<file path="src/rtl/uart_rx_deser.sv">
`default_nettype none
//==============================================================================
// Module   : uart_rx_deser
// Brief    : UART receive deserializer driven by an oversampled baud tick.
//            Recovers framed words with optional parity and reports errors.
// Revision : 1.0 - initial release
//==============================================================================
module uart_rx_deser #(
    parameter int DATA_BITS  = 8,
    parameter int OVERSAMPLE = 8,
    parameter int PARITY     = 0
) (
    input  logic                 clk,
    input  logic                 rst,
    input  logic                 rx_tick,
    input  logic                 rxd,
    output logic                 tick_en,
    output logic [DATA_BITS-1:0] data,
    output logic                 data_valid,
    output logic                 frame_err,
    output logic                 parity_err,
    output logic                 busy
);

    localparam int c_CNT_W = (OVERSAMPLE > 2) ? $clog2(OVERSAMPLE) : 1;
    localparam int c_BIT_W = (DATA_BITS > 1) ? $clog2(DATA_BITS) : 1;

    localparam logic [c_CNT_W-1:0] c_HALF     = c_CNT_W'(OVERSAMPLE / 2 - 1);
    localparam logic [c_CNT_W-1:0] c_FULL     = c_CNT_W'(OVERSAMPLE - 1);
    localparam logic [c_BIT_W-1:0] c_LAST_BIT = c_BIT_W'(DATA_BITS - 1);

    typedef enum logic [2:0] {
        S_IDLE   = 3'd0,
        S_START  = 3'd1,
        S_DATA   = 3'd2,
        S_PARITY = 3'd3,
        S_STOP   = 3'd4,
        S_BREAK  = 3'd5
    } state_t;

    state_t                 r_state;
    state_t                 w_state_next;
    logic [1:0]             r_sync;
    logic                   w_rxs;
    logic [c_CNT_W-1:0]     r_tick_cnt;
    logic [c_BIT_W-1:0]     r_bit_cnt;
    logic [DATA_BITS-1:0]   r_shift;
    logic                   r_par_err;
    logic [DATA_BITS-1:0]   r_data;
    logic                   r_data_valid;
    logic                   r_frame_err;
    logic                   r_parity_err;
    logic                   w_sample;
    logic                   w_tick_en;
    logic                   w_busy;
    logic                   w_par_exp;

    assign w_rxs = r_sync[1];

    // Both stages reset high so a reset never looks like a start edge.
    always_ff @(posedge clk) begin
        if (rst) begin
            r_sync <= 2'b11;
        end else begin
            r_sync <= {r_sync[0], rxd};
        end
    end

    // Start waits half a bit to land on the centre; later bits wait a full bit.
    always_comb begin
        w_sample = 1'b0;
        if (rx_tick) begin
            case (r_state)
                S_START:                   w_sample = (r_tick_cnt == c_HALF);
                S_DATA, S_PARITY, S_STOP:  w_sample = (r_tick_cnt == c_FULL);
                default:                   w_sample = 1'b0;
            endcase
        end
    end

    assign w_par_exp = (PARITY == 2) ? ~(^r_shift) : (^r_shift);

    always_ff @(posedge clk) begin
        if (rst) begin
            r_state <= S_IDLE;
        end else begin
            r_state <= w_state_next;
        end
    end

    always_comb begin
        w_state_next = r_state;
        w_tick_en    = 1'b0;
        w_busy       = 1'b1;
        case (r_state)
            S_IDLE: begin
                w_busy = 1'b0;
                if (!w_rxs) begin
                    w_state_next = S_START;
                end
            end
            S_START: begin
                w_tick_en = 1'b1;
                if (w_sample) begin
                    w_state_next = w_rxs ? S_IDLE : S_DATA;
                end
            end
            S_DATA: begin
                w_tick_en = 1'b1;
                if (w_sample && (r_bit_cnt == c_LAST_BIT)) begin
                    w_state_next = (PARITY != 0) ? S_PARITY : S_STOP;
                end
            end
            S_PARITY: begin
                w_tick_en = 1'b1;
                if (w_sample) begin
                    w_state_next = S_STOP;
                end
            end
            S_STOP: begin
                w_tick_en = 1'b1;
                // A low stop bit parks in BREAK so it cannot pose as a new start.
                if (w_sample) begin
                    w_state_next = w_rxs ? S_IDLE : S_BREAK;
                end
            end
            S_BREAK: begin
                if (w_rxs) begin
                    w_state_next = S_IDLE;
                end
            end
            default: begin
                w_state_next = S_IDLE;
            end
        endcase
    end

    always_ff @(posedge clk) begin
        if (rst) begin
            r_tick_cnt   <= '0;
            r_bit_cnt    <= '0;
            r_shift      <= '0;
            r_par_err    <= 1'b0;
            r_data       <= '0;
            r_data_valid <= 1'b0;
            r_frame_err  <= 1'b0;
            r_parity_err <= 1'b0;
        end else begin
            r_data_valid <= 1'b0;

            // A tick coinciding with a transition belongs to the old state only.
            if ((w_state_next != r_state) || w_sample) begin
                r_tick_cnt <= '0;
            end else if (rx_tick && w_tick_en) begin
                r_tick_cnt <= r_tick_cnt + 1'b1;
            end

            case (r_state)
                S_START: begin
                    if (w_sample) begin
                        r_bit_cnt <= '0;
                    end
                end
                S_DATA: begin
                    if (w_sample) begin
                        r_shift[r_bit_cnt] <= w_rxs;
                        r_bit_cnt          <= r_bit_cnt + 1'b1;
                    end
                end
                S_PARITY: begin
                    if (w_sample) begin
                        r_par_err <= (w_rxs != w_par_exp);
                    end
                end
                S_STOP: begin
                    if (w_sample) begin
                        r_data       <= r_shift;
                        r_frame_err  <= ~w_rxs;
                        r_parity_err <= (PARITY != 0) ? r_par_err : 1'b0;
                        r_data_valid <= 1'b1;
                    end
                end
                default: begin
                end
            endcase
        end
    end

    assign tick_en    = w_tick_en;
    assign busy       = w_busy;
    assign data       = r_data;
    assign data_valid = r_data_valid;
    assign frame_err  = r_frame_err;
    assign parity_err = r_parity_err;

endmodule
`default_nettype wire

</file>
<file path="config.mk">
export PLATFORM = sky130hd
export DESIGN_NAME = uart_rx_deser
export DESIGN_NICKNAME = d
export VERILOG_FILES = /design/src/rtl/uart_rx_deser.sv
export SDC_FILE = /design/constraint.sdc
export NUM_CORES = 1
export LEC_CHECK = 0
export BUFFER_PORTS_ARGS = -buffer_cell sky130_fd_sc_hd__buf_4
export CAP_MARGIN = 0
export CELL_PAD_IN_SITES_DETAIL_PLACEMENT = 0
export CELL_PAD_IN_SITES_GLOBAL_PLACEMENT = 1
export CORE_MARGIN = 2
export CORE_UTILIZATION = 39
export CTS_CLUSTER_SIZE = 16
export DETAILED_ROUTE_END_ITERATION = 16
export HOLD_SLACK_MARGIN = 0.03
export PLACE_DENSITY_LB_ADDON = 0.15
export SETUP_SLACK_MARGIN = 0.2
export SYNTH_ARGS = -nofsm -noshare
export SYNTH_HDL_FRONTEND = slang
export SYNTH_SLANG_ARGS = --single-unit
export TNS_END_PERCENT = 10
</file>
<file path="constraint.sdc">
create_clock -name clk -period 1.7 [get_ports clk]
set_input_delay 0.425 -clock clk [delete_from_list [all_inputs] [get_ports clk]]
set_output_delay 0.425 -clock clk [all_outputs]
set_load 0.05 [all_outputs]
</file>
# After elaboration in Yosys (flattened, before gate mapping)
# Cells that the tools add are included.
# word_totals
regBits,29
input_bits,4
output_inout_bits,13
word_cells,58
# op_classes
n_addsub,2
n_lt_le_gt_ge,2
n_eq_ne,11
muxes,20
bitwise,2
n_reduce_logical,13
# ops
op,count
2-to-1 mux 3 bit,9
case mux 3 bit (6 select lines),1
== test 3 bit (second input constant),4
== test 3 x 2 -> 1 bit (second input constant),3
bitwise mux 8 bit,1
adder 3 x 1 -> 3 bit (second input constant),2
case mux 3 bit (2 select lines),1
2-to-1 mux 1 bit,5
< comparator 3 x 4 -> 1 bit (second input constant),1
!= test 2 bit (second input constant),2
AND reduction 2 bit,2
OR reduction 2 bit,2
OR reduction 4 bit,1
demux 1 bit (select 3 bit),1
== test 3 x 1 -> 1 bit (second input constant),1
>= comparator 3 x 1 -> 1 bit (second input constant),1
logical AND 1 bit,3
logical NOT 3 bit,1
!= test 3 bit,1
AND reduction 3 bit,1
OR reduction 3 bit,1
2-to-1 mux 2 bit,1
NOT 1 bit,2
case mux 1 bit (2 select lines),1
2 further kinds,2

# Logic depth before layout (Yosys ltp)
# Gate-level depths: netlist of the first run.
# logic_depth
word_depth,10
depth_mapped,6
depth_no_buf,6

# Worst setup path after synthesis of the first run
# OpenSTA, ideal clock, no wires.
# synth_path
path_kind,register -> output
from,reg r_state[2]
to,out tick_en
t_arrival_ns,1.342
t_required_ns,1.275
setup_slack_ns,-0.067
path_stages_with_launch,3
path_buffers,0
path_cell_list,dfxtp_1 > or3_1 > and2_1
# synth_via
elab_chain_len,3
word_cells_on_any_way,6
cone_classes,eq/ne (4); mux (1); reduce/logical (1)
# synth_lines
item,line_no,source
from (decl),41,state_t r_state;
from (signal assigned),87,r_state <= w_state_next;
"== test 3 bit, or another cell as far along",95,case (r_state)
OR reduction 4 bit (no source line) *,n/a,
2-to-1 mux 1 bit *,95,
to (decl),17,"output logic tick_en,"
# Every way passes the cells marked *; elsewhere a longest branch is shown, timed or not.

# Worst setup path after layout of the first run
# Ends and elaborated chain as after synthesis.

==> run metrics, run 1 <==
CTS tree built; Die Ht 64.3 um; Final WS setup -107 ps; Tot Pwr 1160 uW; RSZ-0062 raised after global routing true; initial antenna violation count 0; Post-DP HPWL 2.17 mm; number of remaining DRC errors 0; DIE AREA 4140 um2; worst path cell trace or3_4, and2_4, buf_6; fraction of layout instances using a drive strength above 1 33.5%; Hold Crit Class input pin to register; failing checks negative setup slack; initial DRC count 74; P per Cell Area 648 nW/um2; Starting Density 41.6%; Max VDD drop 0.448 mV; Layout Area Growth over Synthesis 26.4%; Tcrit/Tclk final 106%; Worst-path clk slew 90 ps; Via density 5.28; Yosys top cell area share 40.9%; Cells after Synth 154; Post-Route Utilization 52.6%; Final GP Congestion 0.871; drt wl/cell 13.4 um; critical path class register to output pin; Hold Crit Depth 2; IO Port Bufs 15; Post-synth EDFFs 0; CP endpoint kind output pin; # clock sinks 29; post-synth cell types 46; Nets 188; post-synth top area cell dfxtp_1; leakage power 0.000778 uW; CP peak stage delay 400 ps; total number of vias 1,203; Ports 17; Fillers 350; worst skew pair latency 330 ps; max frequency 553 MHz; Worst setup SP type register; total CTS buffers 5; count of final setup violators 2; Clock Skew 12.4 ps; largest net degree at the start of global routing 27; Final ANT Viol Nets 0; mapped cell area 1420 um2; Max Buffers Root-to-Sink 2; Mean Syn Cell Area 9.22 um2; Yosys reg bits 29; hold slack 283 ps; final WL 3.05 mm; Syn Nets 161; commonest cells in the netlist dfxtp_1, nor2_1, mux2i_1; Worst Path Required 1270 ps; Worst Reg-to-Reg Cells 5; Pins Over Slew Limit 0; first-pass GRT wire length 5.17 mm; Die X-Extent 64.3 um; crit path max-delay cell type or3_4; final hold vios 0; register area share after synthesis 40.9%; Crit Path Max Fanout 4; Overflow after GRT 0; status complete, but fails checks; top post-synthesis cells by area dfxtp_1, mux2i_1, nor2_1; Root Buffer clkbuf_4; vias in the first global route 1,167; min Tclk post-route 1810 ps; GRT Util Overall 16.2%; top-count cell post-synth dfxtp_1; Rows 21; Top delay family on crit path simple AND/OR/NAND/NOR gates; first drt pass iteration count 5; Main synth FF type dfxtp_1; H-tree Lvls 2; Register Area 596 um2; yosys warns 0; Synth async-reset ratio 0%; WP buf/inv 1; core area 3420 um2; Worst EP arrival 1380 ps; area of the multi-input gates 821 um2; Max Cap Viol 0; ANT cells 0; WP depth 3
per-stage QoR:
stage / TNS, ps / instance area (um2) / setup WS (ps) / std cells
final: -122 / 1800 / -107 / 228
after global routing: -263 / 1800 / -162 / 228
after CTS: -148 / 1780 / -120 / 227
after detailed placement: 0 / 1650 / 74.3 / 217
after global placement: 0 / 1650 / 89.2 / 217
after floorplan: 0 / 1440 / 164 / 154
sequential cells by signal, summed over array words and instances (netlist names):
name and flops:
r_tick_cnt 3, data 8, r_sync 2, r_shift 8, frame_err 1, r_state 3
r_bit_cnt 3, data_valid 1
kinds of logic after synthesis:
family                   Yosys count  synth area share, %
AO/OA/AOI/OAI                     20                 9.78
XOR/XNOR                           2                 1.23
adder cells (fa/ha/maj)            3                 2.64
buffers and inverters             15                 5.73
flip-flops                        29                 40.9
multiplexers                      16                 11.3
other                              1                0.264
AND/OR/NAND/NOR                   68                 28.2
per-layer routing:
metal / track usage [%] / part of all wire [%] / vias up
li1: - / - / 607
met1: 20.3 / 48 / 563
met2: 26.0 / 46 / 27
met3: 4.93 / 4.5 / 6
met4: 6.12 / 1.7 / 0
met5: 0 / 0 / -
cells in the final DEF, fill, tap and decap left out, types with 2 or more instances in the layout:
cell and n:
o21ai_0 4, a21oi_1 4, xor2_1 2, clkinv_2 2, nor4_4 4, clkbuf_4 5
inv_1 3, ha_1 2, nand2_1 5, nand2b_1 3, buf_4 28, buf_6 4
nand3_1 2, nor3_1 6, or2_2 2, mux2i_1 16, a22oi_1 2, dfxtp_1 23
dfxtp_2 3, dfxtp_4 3, nand4_1 4, nor2_1 26
cell type report:
type                            instances  share of cell area, %
Clock buffer                            5                   2.09
Clock inverter                          3                  0.976
Inverter                                3                  0.627
Multi-Input combinational cell        110                   45.7
Sequential cell                        29                   33.2
Tap cell                               46                   3.21
Timing Repair Buffer                   32                   14.2
worst paths after layout:
check / start / to / slack, ps
setup / recovery: r_state[2] / tick_en / -110
hold / removal: rxd / r_sync[0] / 280
setup reg to reg: r_state[1] / frame_err / 40
hold reg to reg: r_sync[0] / r_sync[1] / 410
power breakdown:
group	internal, uW	switching (uW)	leakage, uW
Sequential	680	7.11	0.000238
Clock	156	246	0.0000310
Combinational	31.0	43.6	0.000509
Total	866	297	0.000778
what timing repair did:
action / in CTS / in global routing
gates cloned: 0 / 0
hold buffers: 0 / 0
resized for setup: 14 / 4
pin swaps: 13 / 18
endpoints found under the setup margin: 22 / 24
setup buffers: 2 / 1
No activity file was read; power rests on OpenSTA's default activity.
==> run 2: changes to the inputs <==
--- a/config.mk
+++ b/config.mk
@@ -16,6 +16,7 @@
 export HOLD_SLACK_MARGIN = 0.03
 export PLACE_DENSITY_LB_ADDON = 0.15
 export SETUP_SLACK_MARGIN = 0.2
+export SKIP_CTS_REPAIR_TIMING = 1
 export SYNTH_ARGS = -nofsm -noshare
 export SYNTH_HDL_FRONTEND = slang
 export SYNTH_SLANG_ARGS = --single-unit
==> run metrics, run 2 (same netlist as run 1, synthesis figures left out) <==
Flop pwr share 58.8%; commonest cells after routing, fill and taps aside buf_4, nor2_1, dfxtp_1; Worst Reg-to-Reg Cells 5; Final WS setup -108 ps; crit path from r_state[2]; initial DRC count 58; Nets 186; worst reg2reg endpoint r_shift[1]; Worst Path Required 1270 ps; max frequency 553 MHz; Layout Area Growth over Synthesis 22.1%; total CTS buffers 5; Via density 5.31; CP endpoint kind output pin; first-pass GRT wire length 5.13 mm; # clock sinks 29; worst path cell trace or3_4, and2_4, buf_6; pre-CTS setup slack 74.3 ps; Worst-path clk slew 90 ps; sw power 300 uW; Worst setup SP type register; Final ANT Viol Nets 0; Die Ht 64.3 um; Hold Crit Depth 2; P per Cell Area 673 nW/um2; Max Cap Viol 0; Overflow after GRT 0; critical path class register to output pin; failing checks negative setup slack; min Tclk post-route 1810 ps; IO Port Bufs 15; worst skew pair latency 330 ps; core area 3420 um2; crit path max-delay cell type or3_4; hold path start rxd; count of final setup violators 2; largest net degree at the start of global routing 27; status complete, but fails checks; initial antenna violation count 0; final WL 3.10 mm; Max Buffers Root-to-Sink 2; R2R Path Start r_state[2]; H-tree Lvls 2; CTS tree built; first drt pass iteration count 4; R2R Setup Slk 30 ps; switching part of the total 25.8%; Root Buffer clkbuf_4; final hold vios 0; DIE AREA 4140 um2; Crit Path Max Fanout 4; fraction of layout instances using a drive strength above 1 31.7%; Tcrit/Tclk final 106%; most common cell after layout, fill and taps aside buf_4; Rows 21; combinational power share 6.4%; setup_tns -123 ps; Clock Skew 10.2 ps; Post-DP HPWL 2.17 mm; Ports 17; leakage power 0.000728 uW; vias in the first global route 1,163; CP peak stage delay 400 ps; P_int 866 uW; Cells after DPL 217; number of remaining DRC errors 0; Final GP Congestion 0.871; Worst EP arrival 1380 ps; GRT Util Overall 16.0%; total number of vias 1,200; Fillers 366; clock power share 34.8%; RSZ-0062 raised after global routing true; Die X-Extent 64.3 um; Pins Over Slew Limit 0; ANT cells 0; fin cells 226; Tot Pwr 1170 uW; drt wl/cell 13.7 um; Hold Path Sink r_sync[0]; Starting Density 41.6%; Max VDD drop 0.447 mV; Hold Crit Class input pin to register
-- run 2: cell types whose count changed in the layout (fill, tap and decap cells not counted), sizes merged --
cell / before / now
buf: 32 / 30
-- run 2: routing by layer --
metal	share of wire, %	up-vias	global-route usage, %
met2	46	32	25.7
met4	1.7	0	5.59
li1	-	599	-
met1	46	564	20.2
met5	0	-	0
met3	5.5	5	4.93
-- run 2: worst max-delay path: cells and delay by family (launching register included) --
family / cells / cell delay, ps
buffers and inverters: 1 / 140
flip-flops: 1 / 360
AND/OR/NAND/NOR: 2 / 550
-- run 2: power groups by stage --
| stage | registers, uW | clock network, uW | logic (uW) |
|---|---|---|---|
| after detailed placement | 706 | 0 | 72.9 |
| after CTS | 690 | 425 | 73.0 |
| after global placement | 706 | 0 | 72.0 |
| after floorplan | 703 | 0 | 50.8 |
| final | 687 | 406 | 74.3 |
| after global routing | 688 | 459 | 79.8 |
-- run 2: stage by stage --
step / util, % / hold slack, ps / instance area, um2
after floorplan: - / 389 / 1440
after global placement: 48.2 / 393 / 1650
after detailed placement: 48.2 / 393 / 1650
after CTS: 49.8 / 264 / 1700
after global routing: 50.8 / 265 / 1730
final: 50.8 / 280 / 1730
-- run 2: worst max path at each step --
stage	end	slack [ps]	cells after the start
6_report	tick_en	-110	3
5_1_grt	tick_en	-160	3
3_5_place_dp	frame_err	70	5
3_3_place_gp	frame_err	90	5
4_1_cts	tick_en	-210	3
2_1_floorplan	data[0]	160	6
-- run 2: area by class of cell --
| cell class | count | area [um2] | share of cell area, % |
|---|---|---|---|
| clock buffers | 5 | 37.5 | 2.16 |
| clock inverters | 3 | 17.5 | 1.01 |
| inverters | 3 | 11.3 | 0.649 |
| multi-input cells | 110 | 783 | 45.2 |
| flip-flops and latches | 29 | 594 | 34.3 |
| well taps | 46 | 57.6 | 3.32 |
| repair buffers | 30 | 233 | 13.4 |
